### src/rtl/diagv2_const.vh
// Syscall numbers and FSM state encoding shared by the diagv2 syscall unit.
`ifndef DIAGV2_CONST_VH
`define DIAGV2_CONST_VH

localparam int SYS_PRINT   = 4;
localparam int SYS_PUTCHAR = 11;
localparam int SYS_EXIT    = 93;

typedef enum logic [2:0] {
    ST_IDLE  = 3'd0,
    ST_FETCH = 3'd1,
    ST_WAIT  = 3'd2,
    ST_SCAN  = 3'd3,
    ST_DONE  = 3'd4
} state_t;

`endif

### src/rtl/diagv2_syscall_unit_pkg.sv
// Package wrapper so the syscall constants and state type are imported, not re-included.
package diagv2_syscall_unit_pkg;
`include "diagv2_const.vh"
endpackage

### src/rtl/diagv2_char_fifo.sv
// Byte-wide console FIFO; push and pop in the same cycle are legal even when full.
module diagv2_char_fifo #(
    parameter int DEPTH = 16
) (
    input  logic       clk,
    input  logic       rst_n,
    input  logic       push,
    input  logic [7:0] push_data,
    input  logic       pop,
    output logic [7:0] data,
    output logic       valid,
    output logic       full
);
    localparam int AW = $clog2(DEPTH);

    logic [7:0]  mem [DEPTH];
    logic [AW:0] wr_ptr, rd_ptr;
    logic        do_pop;

    assign valid  = (wr_ptr != rd_ptr);
    assign full   = (wr_ptr[AW] != rd_ptr[AW]) && (wr_ptr[AW-1:0] == rd_ptr[AW-1:0]);
    assign do_pop = pop && valid;
    assign data   = valid ? mem[rd_ptr[AW-1:0]] : 8'h00;

    always_ff @(posedge clk or negedge rst_n) begin
        if (!rst_n) begin
            wr_ptr <= '0;
            rd_ptr <= '0;
        end else begin
            if (push)   wr_ptr <= wr_ptr + 1'b1;
            if (do_pop) rd_ptr <= rd_ptr + 1'b1;
        end
    end

    // NOTE: the storage array has no reset; an empty FIFO masks its output to zero instead.
    always_ff @(posedge clk) begin
        if (push) mem[wr_ptr[AW-1:0]] <= push_data;
    end
endmodule

### src/rtl/diagv2_syscall_unit.sv
// Console/exit syscall unit for the diagv2 core (PRINT, PUTCHAR, EXIT).
// Define DIAGV2_SYSCALL_CYCLES_EN to build the cycle counter behind exit_cycles_o.
module diagv2_syscall_unit
    import diagv2_syscall_unit_pkg::*;
#(
    parameter int DATA_W     = 64,
    parameter int ADDR_W     = 12,
    parameter int FIFO_DEPTH = 16,
    parameter int MAX_STR    = 1024
) (
    input  logic              clk,
    input  logic              reset,
    input  logic              ecall_i,
    input  logic [DATA_W-1:0] syscall_i,
    input  logic [DATA_W-1:0] arg0_i,
    output logic              halt_o,
    output logic              mem_req_o,
    output logic [ADDR_W-1:0] mem_addr_o,
    input  logic [DATA_W-1:0] mem_rdata_i,
    output logic              char_valid_o,
    output logic [7:0]        char_data_o,
    input  logic              char_ready_i,
    output logic              exit_valid_o,
    output logic [DATA_W-1:0] exit_code_o,
    output logic              err_o,
    output logic [63:0]       exit_cycles_o
);
    localparam int BYTES = DATA_W / 8;
    localparam int OFF_W = $clog2(BYTES);
    localparam int CNT_W = $clog2(MAX_STR + 1);

    state_t            state, state_nx;
    logic [ADDR_W-1:0] line_q, line_nx;
    logic [OFF_W-1:0]  off_q, off_nx;
    logic [DATA_W-1:0] line_buf_q, line_buf_nx;
    logic [CNT_W-1:0]  cnt_q, cnt_nx;
    logic              single_q, single_nx;   // SCAN pushes one PUTCHAR byte, then stops
    logic              exit_set, err_set, push, fifo_full, fifo_room;
    logic [7:0]        cur_byte;
    logic              exit_valid_q, err_q;
    logic [DATA_W-1:0] exit_code_q;

    assign halt_o       = (state != ST_IDLE);
    assign mem_req_o    = (state == ST_FETCH);
    assign mem_addr_o   = line_q;
    assign exit_valid_o = exit_valid_q;
    assign exit_code_o  = exit_code_q;
    assign err_o        = err_q;
    assign fifo_room    = !fifo_full || char_ready_i;

    always_comb begin
        cur_byte = 8'h00;
        for (int k = 0; k < BYTES; k++)
            if (off_q == OFF_W'(k)) cur_byte = line_buf_q[8*k +: 8];
    end

    // NOTE: every signal driven here gets a default first, so no latch is inferred.
    always_comb begin
        state_nx    = state;
        line_nx     = line_q;
        off_nx      = off_q;
        line_buf_nx = line_buf_q;
        cnt_nx      = cnt_q;
        single_nx   = single_q;
        exit_set    = 1'b0;
        err_set     = 1'b0;
        push        = 1'b0;
        unique case (state)
            ST_IDLE: if (ecall_i) begin
                if (syscall_i == DATA_W'(SYS_EXIT)) begin
                    exit_set = 1'b1;
                    state_nx = ST_DONE;
                end else if (syscall_i == DATA_W'(SYS_PUTCHAR)) begin
                    line_buf_nx = {{(DATA_W-8){1'b0}}, arg0_i[7:0]};
                    off_nx      = '0;
                    single_nx   = 1'b1;
                    state_nx    = ST_SCAN;
                end else if (syscall_i == DATA_W'(SYS_PRINT)) begin
                    line_nx   = arg0_i[OFF_W +: ADDR_W];
                    off_nx    = arg0_i[OFF_W-1:0];
                    cnt_nx    = '0;
                    single_nx = 1'b0;
                    state_nx  = ST_FETCH;
                end else begin
                    err_set  = 1'b1;
                    state_nx = ST_DONE;
                end
            end
            ST_FETCH: state_nx = ST_WAIT;
            ST_WAIT: begin
                line_buf_nx = mem_rdata_i;
                state_nx    = ST_SCAN;
            end
            ST_SCAN: begin
                if (single_q) begin
                    if (fifo_room) begin
                        push     = 1'b1;
                        state_nx = ST_IDLE;
                    end
                end else if (cur_byte == 8'h00) begin
                    state_nx = ST_IDLE;
                end else if (fifo_room) begin
                    push   = 1'b1;
                    cnt_nx = cnt_q + 1'b1;
                    if (cnt_q == CNT_W'(MAX_STR - 1)) begin
                        err_set  = 1'b1;
                        state_nx = ST_IDLE;
                    end else if (off_q == '1) begin
                        off_nx   = '0;
                        line_nx  = line_q + 1'b1;
                        state_nx = ST_FETCH;
                    end else begin
                        off_nx = off_q + 1'b1;
                    end
                end
            end
            ST_DONE: state_nx = ST_DONE;
            default: state_nx = ST_IDLE;
        endcase
    end

    // NOTE: sequential state is updated only with non-blocking assignments.
    always_ff @(posedge clk or negedge reset) begin
        if (!reset) begin
            state        <= ST_IDLE;
            line_q       <= '0;
            off_q        <= '0;
            line_buf_q   <= '0;
            cnt_q        <= '0;
            single_q     <= 1'b0;
            exit_valid_q <= 1'b0;
            exit_code_q  <= '0;
            err_q        <= 1'b0;
        end else begin
            state      <= state_nx;
            line_q     <= line_nx;
            off_q      <= off_nx;
            line_buf_q <= line_buf_nx;
            cnt_q      <= cnt_nx;
            single_q   <= single_nx;
            if (exit_set) begin
                exit_valid_q <= 1'b1;
                exit_code_q  <= arg0_i;
            end
            if (err_set) err_q <= 1'b1;
        end
    end

    diagv2_char_fifo #(.DEPTH(FIFO_DEPTH)) u_fifo (
        .clk       (clk),
        .rst_n     (reset),
        .push      (push),
        .push_data (cur_byte),
        .pop       (char_ready_i),
        .data      (char_data_o),
        .valid     (char_valid_o),
        .full      (fifo_full)
    );

`ifdef DIAGV2_SYSCALL_CYCLES_EN
    logic [63:0] cycle_cnt, exit_cycles_q;

    always_ff @(posedge clk or negedge reset) begin
        if (!reset) begin
            cycle_cnt     <= '0;
            exit_cycles_q <= '0;
        end else begin
            cycle_cnt <= cycle_cnt + 64'd1;
            if (exit_set) exit_cycles_q <= cycle_cnt;
        end
    end

    assign exit_cycles_o = exit_cycles_q;
`else
    assign exit_cycles_o = '0;
`endif
endmodule

### config.mk
export PLATFORM = sky130hd
export DESIGN_NAME = diagv2_syscall_unit
export DESIGN_NICKNAME = d
export VERILOG_FILES = /design/src/rtl/diagv2_syscall_unit_pkg.sv /design/src/rtl/diagv2_char_fifo.sv /design/src/rtl/diagv2_syscall_unit.sv
export VERILOG_INCLUDE_DIRS = /design/src /design/src/rtl
export SDC_FILE = /design/constraint.sdc
export NUM_CORES = 1
export LEC_CHECK = 0
export ABC_AREA = 0
export CAP_MARGIN = 15
export CORE_MARGIN = 4
export CORE_UTILIZATION = 25
export DETAILED_ROUTE_END_ITERATION = 6
export HOLD_SLACK_MARGIN = 0.06
export PLACE_DENSITY = 0.51
export SKIP_LAST_GASP = 1
export SLEW_MARGIN = 15
export SYNTH_ARGS = -nofsm -noshare
export SYNTH_HDL_FRONTEND = slang
export SYNTH_SLANG_ARGS = --single-unit
### constraint.sdc
create_clock -name clk -period 3.8 [get_ports clk]
set_clock_uncertainty 0.1 [all_clocks]
set_input_delay 0.57 -clock clk [delete_from_list [all_inputs] [get_ports clk]]
set_output_delay 0.57 -clock clk [all_outputs]
set_load 0.005 [all_outputs]
==> impl_metrics.py, run 1 <==
metrics = {
    "status": {
        "status": "finished, final reports clean",
    },
    "clocking": {
        "clkSinkCount": 298,
        "clk_pin_slew_ps": 60,
        "cts_buffer_depth": 3,
        "cts_buffers": 36,
        "cts_setup_buffers": 0,
        "tritoncts": "done",
        "h-tree-depth": 2,
        "cts-root-buf": "clkbuf_16",
        "clock_latency_ps": 540,
    },
    "critical_path": {
        "crit_chain": "buf_12, mux4_2, mux4_2, nor2b_1, clkdlybuf4s50_1",
        "cp_slowest_stage_delay_ps": 620,
        "cp_num_buf_inv": 2,
        "crit_path_frequent_cell": "mux4_2",
        "start_kind": "flop",
        "cp.depth": 5,
        "end_kind": "output port",
        "cp-startpoint": "u_fifo.rd_ptr[0]",
        "reg2reg_to": "u_fifo.mem[8][2]",
        "critPathTopFamily": "multiplexers",
        "cp.required_ps": 3130,
        "r2r_setup_slack_ps": 240,
        "timing_worst_setup_path_type": "flop to output port",
        "r2r_start": "off_q[0]",
        "worstPathArrival_ps": 2940,
        "crit_path_end": "char_data_o[1]",
        "path_max_fanout": 33,
        "worst_r2r_path_depth": 12,
        "crit_slowest_cell": "mux4_2",
    },
    "power": {
        "intPower_uw": 8180,
        "ir_worst_vdd_v": 0.000340,
        "total_power_uw": 12100,
        "p_per_area_mw_per_mm2": 643,
        "p_seq_share_pct": 38.0,
        "power.leakage_uw": 0.00725,
        "combPwrFrac_pct": 32.2,
        "p_clk_share_pct": 29.8,
        "power_switching_uw": 3880,
        "p_sw_share_pct": 32.2,
    },
    "timing": {
        "period_share_pct": 95.0,
        "tightest_slew_ps": 912,
        "finalMaxSlewViolations": 0,
        "slew_headroom_pct": 39.2,
        "rsz0062_at_grt": "false",
        "setup_viol": 0,
        "timing.hold.ws_ps": 369,
        "finalCriticalPeriod_ps": 3610,
        "finalHoldViolations": 0,
        "fmax_mhz": 277,
    },
    "synthesis": {
        "yosys_most_used_dff": "dfrtp_1",
        "async_flop_share_pct": 57.0,
        "netlist_top_cells_area": "dfrtp_1, edfxtp_1, mux4_2",
        "synth_cell_types": 74,
        "ys_warn_count": 0,
        "ys_ff_latch": 298,
        "synth_edf_count": 128,
        "synth_area_mm2": 0.0139,
        "yosysMostFrequentCell": "dfrtp_1",
        "ys_seq_area_share_pct": 58.4,
        "syn_avg_cell_area_um2": 12.5,
        "synthCells": 1111,
        "yosys-top-cells-count": "dfrtp_1, nand2_1, edfxtp_1",
        "yosysTopAreaCellShare_pct": 30.7,
        "yosysTopAreaCell": "dfrtp_1",
    },
    "die": {
        "die_area_mm2": 0.0593,
        "num_rows": 86,
        "start_util_pct": 25.2,
        "fp.dieW_um": 244,
        "coreArea_mm2": 0.0550,
        "io_pins": 349,
        "dieHeight_um": 244,
    },
    "route": {
        "ant_nets": 0,
        "firstDrtPassIters": 5,
        "drc_errors": 0,
        "totalWireLength_um": 41700,
        "wl_per_cell_um": 19.1,
        "avgViaCountPerCell": 4.51,
        "num_vias": 9836,
        "dr.first_iter.drc_count": 726,
    },
    "worst_hold_path": {
        "hold_class": "flop to flop",
    },
    "placement": {
        "io_buffers": 284,
        "place_congestion": 0.878,
        "post-dp-hpwl_um": 30500,
    },
    "grt": {
        "grt_pass1_wl_um": 62700,
        "grt_util_all_layers_pct": 13.7,
        "antenna_found_initial": 0,
        "grt_pass1_vias": 10496,
        "globalRoute.totalOverflow": 0,
        "grt_max_degree": 93,
    },
    "cells_and_area": {
        "drive_gt1_share_pct": 15.6,
        "nNetsFinal": 1615,
        "syn_to_final_growth_pct": 35.2,
        "diodes": 0,
    },
    "run": {
        "maxCapViolations": 0,
    },
}
## stage by stage
step	std cells	setup WS, ps	util, %	TNS, ps	cell area [µm²]
2_1_floorplan	1174	104	-	0	14100
3_3_place_gp	2115	36.6	31.8	0	17500
3_5_place_dp	2115	-196	31.8	-2640	17500
4_1_cts	2181	24.7	34.1	0	18800
5_1_grt	2181	32.9	34.1	0	18800
6_report	2181	189	34.1	0	18800
## flip-flops by register name, summed over array words and instances, names as in the netlist
| name | flops |
|---|---|
| cnt_q | 11 |
| u_fifo.rd_ptr | 5 |
| exit_valid_o | 1 |
| err_o | 1 |
| exit_code_o | 64 |
| state | 3 |
| single_q | 1 |
| line_buf_q | 64 |
| mem_addr_o | 12 |
| u_fifo.wr_ptr | 5 |
| u_fifo.mem | 128 |
| off_q | 3 |
## layout by cell type (no fill, tap or decap), types with 5 or more instances in the layout
cell and n:
and3_1 11, nand2_1 141, a22oi_1 6, nor2b_1 18, o21ai_0 63, buf_4 33
nand4_1 9, ha_1 12, mux2i_1 9, clkdlybuf4s50_1 283, a211oi_1 8, a21o_1 5
dfrtp_1 169, o31ai_1 21, o211ai_1 10, mux4_2 40, a221oi_1 7, mux2_2 65
nand3b_1 10, a21oi_1 34, nand2b_1 6, clkbuf_1 8, edfxtp_1 128, nor3_1 7
bufinv_16 5, nand3_1 16, clkbuf_16 37, inv_1 30, xnor2_1 10, a311oi_1 5
nor4_1 16, o21ai_1 15, nor2_1 37, conb_1 64, buf_12 5
## worst min path at each step
stage / from / to / slack [ps] / cells past startpoint
floorplan: reset / cnt_q[0] / 170 / 0
global placement: exit_valid_o / exit_valid_o / 350 / 1
detailed placement: exit_valid_o / exit_valid_o / 360 / 1
CTS: exit_valid_o / exit_valid_o / 370 / 1
global route: exit_valid_o / exit_valid_o / 390 / 1
finish: exit_valid_o / exit_valid_o / 370 / 1
## per-layer routing
layer	wire length, µm	vias up	GRT usage, %
met5	0	-	0
met4	1240	0	4.91
met3	2650	53	3.55
met2	20200	334	22.9
met1	17600	4898	17.2
li1	-	4551	-
## kinds of logic (layout without fill, tap and decap cells)
logic type                 count (synthesis)  in the layout  share of synthesized area [%]
and+or+nand+nor                          305            305                           10.9
other                                      1             64                         0.0270
AOI/OAI and AO/OA                        207            207                           9.96
xor gates and xnor gates                  13             13                          0.820
muxes                                    115            115                           12.5
buffers and inverters                    159            418                           6.30
DFF                                      298            298                           58.4
adders and majority gates                 13             13                           1.17
## cell type report
type / count / area (µm²)
sequential: 298 / 8100
tap: 748 / 936
timing repair buffer: 323 / 3200
fill: 5549 / 36200
clock inverter: 16 / 225
multi-input combinational: 717 / 5180
inverter: 30 / 113
clock buffer: 49 / 1010
## power groups by stage
| stage | Sequential [µW] | Clock, µW | Combinational, µW |
|---|---|---|---|
| after floorplan | 4510 | 0 | 2200 |
| after global placement | 4620 | 0 | 3910 |
| after detailed placement | 4630 | 0 | 3940 |
| after CTS | 4570 | 3720 | 3950 |
| after global routing | 4620 | 3850 | 4240 |
| final | 4580 | 3600 | 3880 |
## repair_timing
| action | CTS | global route |
|---|---|---|
| hold buffers | 1 | 0 |
| setup endpoints to repair | 24 | 129 |
| resized for setup | 3 | 3 |
| hold endpoints to repair | 14 | 0 |
Power figures use the tool's default switching activity.
==> inputs of run 2 (changes only) <==
--- a/config.mk
+++ b/config.mk
@@ -8,7 +8,7 @@
 export LEC_CHECK = 0
 export ABC_AREA = 0
 export CAP_MARGIN = 15
-export CORE_MARGIN = 4
+export CORE_MARGIN = 1
 export CORE_UTILIZATION = 25
 export DETAILED_ROUTE_END_ITERATION = 6
 export HOLD_SLACK_MARGIN = 0.06
==> impl_metrics.py, run 2 (synthesized netlist as in run 1, its figures left out) <==
metrics = {
    "timing": {
        "finalCriticalPeriod_ps": 3640,
        "slew_headroom_pct": 41.8,
        "tightest_slew_ps": 873,
        "fmax_mhz": 274,
        "fin_setup_tns_ps": 0,
        "setup_viol": 0,
        "finalMaxSlewViolations": 0,
        "setup_ws_ps": 156,
        "finalHoldViolations": 0,
        "period_share_pct": 95.9,
    },
    "route": {
        "avgViaCountPerCell": 4.55,
        "dr.first_iter.drc_count": 581,
        "firstDrtPassIters": 7,
        "totalWireLength_um": 40700,
        "num_vias": 9916,
        "ant_nets": 0,
        "wl_per_cell_um": 18.7,
        "drc_errors": 0,
    },
    "run": {
        "maxCapViolations": 0,
    },
    "grt": {
        "grt_util_all_layers_pct": 14.4,
        "globalRoute.totalOverflow": 0,
        "grt_max_degree": 90,
        "antenna_found_initial": 1,
        "grt_pass1_wl_um": 61700,
        "grt_pass1_vias": 10226,
    },
    "cells_and_area": {
        "layout_common_cells": "clkdlybuf4s50_1, dfrtp_1, nand2_1",
        "drive_gt1_share_pct": 15.9,
        "design_area_mm2": 0.0187,
        "fin_util_pct": 34.4,
        "diodes": 0,
        "largest_reg_flops": 128,
        "layout.cells.most_common": "clkdlybuf4s50_1",
        "nNetsFinal": 1626,
        "syn_to_final_growth_pct": 34.7,
        "fillers": 5407,
    },
    "clocking": {
        "clock_latency_ps": 560,
        "cts-root-buf": "clkbuf_16",
        "cts_buffer_depth": 3,
        "cts_buffers": 36,
        "clk_pin_slew_ps": 50,
        "cts_setup_buffers": 0,
        "clkSinkCount": 298,
        "h-tree-depth": 2,
        "tritoncts": "done",
    },
    "placement": {
        "post-dp-hpwl_um": 29700,
        "place_ws_ps": 77.6,
        "io_buffers": 284,
        "dpl_cell_area_mm2": 0.0176,
        "place_congestion": 0.834,
    },
    "worst_hold_path": {
        "hold_class": "flop to flop",
    },
    "die": {
        "die_area_mm2": 0.0565,
        "coreArea_mm2": 0.0543,
        "io_pins": 349,
        "start_util_pct": 25.5,
        "fp.dieW_um": 238,
        "num_rows": 85,
        "dieHeight_um": 238,
    },
    "critical_path": {
        "timing_worst_setup_path_type": "flop to output port",
        "start_kind": "flop",
        "path_max_fanout": 12,
        "cp.required_ps": 3130,
        "worstPathArrival_ps": 2970,
        "end_kind": "output port",
    },
    "power": {
        "total_power_uw": 11600,
        "p_per_area_mw_per_mm2": 620,
        "ir_worst_vdd_v": 0.000589,
        "power.leakage_uw": 0.00724,
    },
    "status": {
        "status": "finished, final reports clean",
    },
}
run 2: changes by cell type in the layout (fill, tap and decap cells not counted), moves of 2 or more:
cell and delta:
buf_12 +3, buf_4 +7, bufinv_16 -5, clkbuf_1 +2, clkbuf_8 -2, clkinv_2 +4
clkinvlp_4 +2, ha_1 -2, ha_2 +2, nor3b_1 +3, nor3b_2 -3
run 2: layout make-up:
type                       count  area (µm²)  share of cell area, %
sequential                   298        8100                   43.3
multi-input combinational    717        5160                   27.6
timing repair buffer         334        3330                   17.8
clock buffer                  48         966                   5.17
tap                          739         925                   4.95
inverter                      30         113                  0.603
clock inverter                15         103                  0.549
run 2: path summary, 6_finish.rpt:
check,start,to,slack [ps],cells past startpoint
max,u_fifo.rd_ptr[0],char_data_o[7],160,5
min,exit_valid_o,exit_valid_o,370,1
max reg2reg,off_q[1],u_fifo.mem[11][7],190,11
min reg2reg,exit_valid_o,exit_valid_o,370,1
max in group asynchronous,reset,exit_code_o[35],2060,3
min in group asynchronous,reset,exit_code_o[0],530,2
run 2: per-layer routing:
layer / global-route usage (%) / vias to the layer above / wire [µm]
met1: 18.3 / 4955 / 17200
met3: 4.35 / 54 / 2920
met2: 23.7 / 349 / 19800
li1: - / 4556 / -
met4: 3.83 / 2 / 772
met5: 0 / - / 13
run 2: power breakdown:
part / total (µW) / switching (µW) / internal, µW / leakage, µW
registers: 4590 / 312 / 4280 / 0.00328
logic: 3820 / 2130 / 1690 / 0.00344
clock network: 3190 / 1390 / 1800 / 0.000517
total: 11600 / 3830 / 7760 / 0.00724
run 2: timing repair:
action,CTS,global route
hold buffers,1,0
resized for setup,1,3
setup endpoints to repair,2,97
endpoints found under the hold margin,83,0
run 2: stage by stage:
step | std cells | hold slack (ps)
3_5_place_dp | 2117 | 351
4_1_cts | 2181 | 368
2_1_floorplan | 1174 | 174
3_3_place_gp | 2117 | 352
6_report | 2181 | 366
5_1_grt | 2181 | 412
run 2: worst max-delay path: stages, from the launching register on:
cell and delay (ps):
dfrtp_2 550, buf_6 260, mux4_2 540, mux4_2 500, nor2b_1 150, clkdlybuf4s50_1 440
==> inputs of run 3 (changes only) <==
--- a/config.mk
+++ b/config.mk
@@ -12,7 +12,7 @@
 export CORE_UTILIZATION = 25
 export DETAILED_ROUTE_END_ITERATION = 6
 export HOLD_SLACK_MARGIN = 0.06
-export PLACE_DENSITY = 0.51
+export PLACE_DENSITY = 0.55
 export SKIP_LAST_GASP = 1
 export SLEW_MARGIN = 15
 export SYNTH_ARGS = -nofsm -noshare
==> impl_metrics.py, run 3 (synthesized netlist as in run 1, its figures left out) <==
metrics = {
    "status": {
        "status": "finished, final reports clean",
    },
    "route": {
        "wl_per_cell_um": 18.2,
        "avgViaCountPerCell": 4.53,
        "num_vias": 9901,
        "totalWireLength_um": 39800,
        "drc_errors": 0,
        "firstDrtPassIters": 6,
        "dr.first_iter.drc_count": 708,
        "ant_nets": 0,
    },
    "critical_path": {
        "cp_slowest_stage_delay_ps": 590,
        "crit_slowest_cell": "mux4_2",
        "crit_path_frequent_cell": "mux4_2",
        "cp.required_ps": 3130,
        "critPathTopFamily": "multiplexers",
        "r2r_setup_slack_ps": 250,
        "end_kind": "output port",
        "worst_r2r_path_depth": 11,
        "worstPathArrival_ps": 2930,
        "r2r_start": "off_q[0]",
        "timing_worst_setup_path_type": "flop to output port",
        "cp_num_buf_inv": 2,
        "crit_chain": "buf_12, mux4_2, mux4_2, nor2b_1, clkdlybuf4s50_1",
        "reg2reg_to": "u_fifo.mem[8][7]",
        "start_kind": "flop",
        "path_max_fanout": 36,
    },
    "die": {
        "start_util_pct": 25.5,
        "dieHeight_um": 238,
        "num_rows": 85,
        "io_pins": 349,
        "die_area_mm2": 0.0565,
        "coreArea_mm2": 0.0543,
        "fp.dieW_um": 238,
    },
    "timing": {
        "tightest_slew_ps": 814,
        "finalCriticalPeriod_ps": 3600,
        "period_share_pct": 94.9,
        "slew_headroom_pct": 45.8,
        "finalHoldViolations": 0,
        "timing.hold.ws_ps": 363,
        "setup_viol": 0,
        "fmax_mhz": 277,
        "finalMaxSlewViolations": 0,
        "fin_setup_tns_ps": 0,
        "rsz0062_at_grt": "false",
    },
    "grt": {
        "grt_pass1_vias": 10134,
        "grt_max_degree": 87,
        "antenna_found_initial": 0,
        "grt_pass1_wl_um": 61300,
        "grt_util_all_layers_pct": 14.2,
        "globalRoute.totalOverflow": 0,
    },
    "power": {
        "intPower_uw": 7910,
        "power.leakage_uw": 0.00728,
        "p_seq_share_pct": 39.0,
        "power_switching_uw": 3820,
        "p_sw_share_pct": 32.6,
        "p_clk_share_pct": 28.7,
        "p_per_area_mw_per_mm2": 625,
        "combPwrFrac_pct": 32.3,
        "ir_worst_vdd_v": 0.000406,
    },
    "clocking": {
        "tritoncts": "done",
        "h-tree-depth": 2,
        "clk_pin_slew_ps": 60,
        "clock_latency_ps": 560,
        "cts-root-buf": "clkbuf_16",
        "cts_buffer_depth": 3,
        "clkSinkCount": 298,
        "cts_buffers": 36,
    },
    "cells_and_area": {
        "nNetsFinal": 1628,
        "syn_to_final_growth_pct": 35.1,
        "drive_gt1_share_pct": 16.0,
        "largest_reg_flops": 128,
        "diodes": 0,
        "layout_common_cells": "clkdlybuf4s50_1, dfrtp_1, nand2_1",
        "layout.cells.most_common": "clkdlybuf4s50_1",
    },
    "worst_hold_path": {
        "hold_class": "flop to flop",
        "holdPathEnd": "exit_valid_o",
        "hold_depth": 1,
        "min-delay-start": "exit_valid_o",
    },
    "run": {
        "maxCapViolations": 0,
    },
    "placement": {
        "place_congestion": 0.841,
        "post-dp-hpwl_um": 28900,
        "io_buffers": 284,
    },
}
-- run 3: cell count changes in the layout (fill, tap and decap cells not counted) --
cell | before | now
ha_2 | 3 | 1
bufinv_16 | 0 | 1
inv_8 | 0 | 1
buf_4 | 40 | 46
inv_6 | 3 | 2
clkinv_2 | 6 | 4
clkbuf_8 | 2 | 6
inv_16 | 0 | 1
buf_6 | 2 | 1
clkinvlp_4 | 3 | 2
ha_1 | 10 | 12
buf_12 | 8 | 5
-- run 3: area by class of cell --
class,count,area [µm²]
clock buffers,52,1020
clock inverters,14,138
fillers,5384,35600
inverters,30,113
multi-input cells,717,5150
flip-flops and latches,298,8100
well taps,739,925
repair buffers,336,3300
-- run 3: what timing repair did --
action | CTS | global route
hold endpoints to repair | 75 | 0
setup buffers | 0 | 1
gates resized for setup | 0 | 1
hold buffers | 1 | 0
setup endpoints to repair | 0 | 58
-- run 3: worst max path at each step --
| stage | endpoint | cells after the start | start | slack [ps] |
|---|---|---|---|---|
| 6_report | char_data_o[1] | 5 | u_fifo.rd_ptr[0] | 200 |
| 5_1_grt | u_fifo.mem[12][2] | 11 | off_q[0] | 6 |
| 4_1_cts | u_fifo.mem[12][7] | 10 | off_q[1] | 140 |
| 3_5_place_dp | u_fifo.mem[12][1] | 10 | off_q[1] | 170 |
| 3_3_place_gp | u_fifo.mem[12][2] | 10 | off_q[1] | 300 |
| 2_1_floorplan | u_fifo.mem[0][0] | 11 | off_q[2] | 100 |
-- run 3: routing by layer --
layer,up-vias,GRT usage (%),share of wire (%)
met2,344,23.3,48
met3,58,3.74,6.5
li1,4561,-,-
met4,0,4.71,2.8
met1,4938,18.2,43
met5,-,0,0
-- run 3: power by group through the flow --
stage | registers (µW) | clock network, µW | logic [µW]
floorplan | 4510 | 0 | 2200
global placement | 4630 | 0 | 3740
detailed placement | 4630 | 0 | 3810
CTS | 4580 | 3470 | 3820
global route | 4620 | 3590 | 4150
finish | 4570 | 3370 | 3780
-- run 3: through the flow --
stage | cell area [µm²] | utilization [%] | setup slack [ps] | instances | power [µW]
floorplan | 14100 | - | 104 | 1174 | 6710
global placement | 17600 | 32.3 | 301 | 2118 | 8370
detailed placement | 17600 | 32.3 | 168 | 2118 | 8440
CTS | 18700 | 34.5 | 144 | 2185 | 11900
global route | 18700 | 34.5 | 6.48 | 2186 | 12400
finish | 18700 | 34.5 | 195 | 2186 | 11700
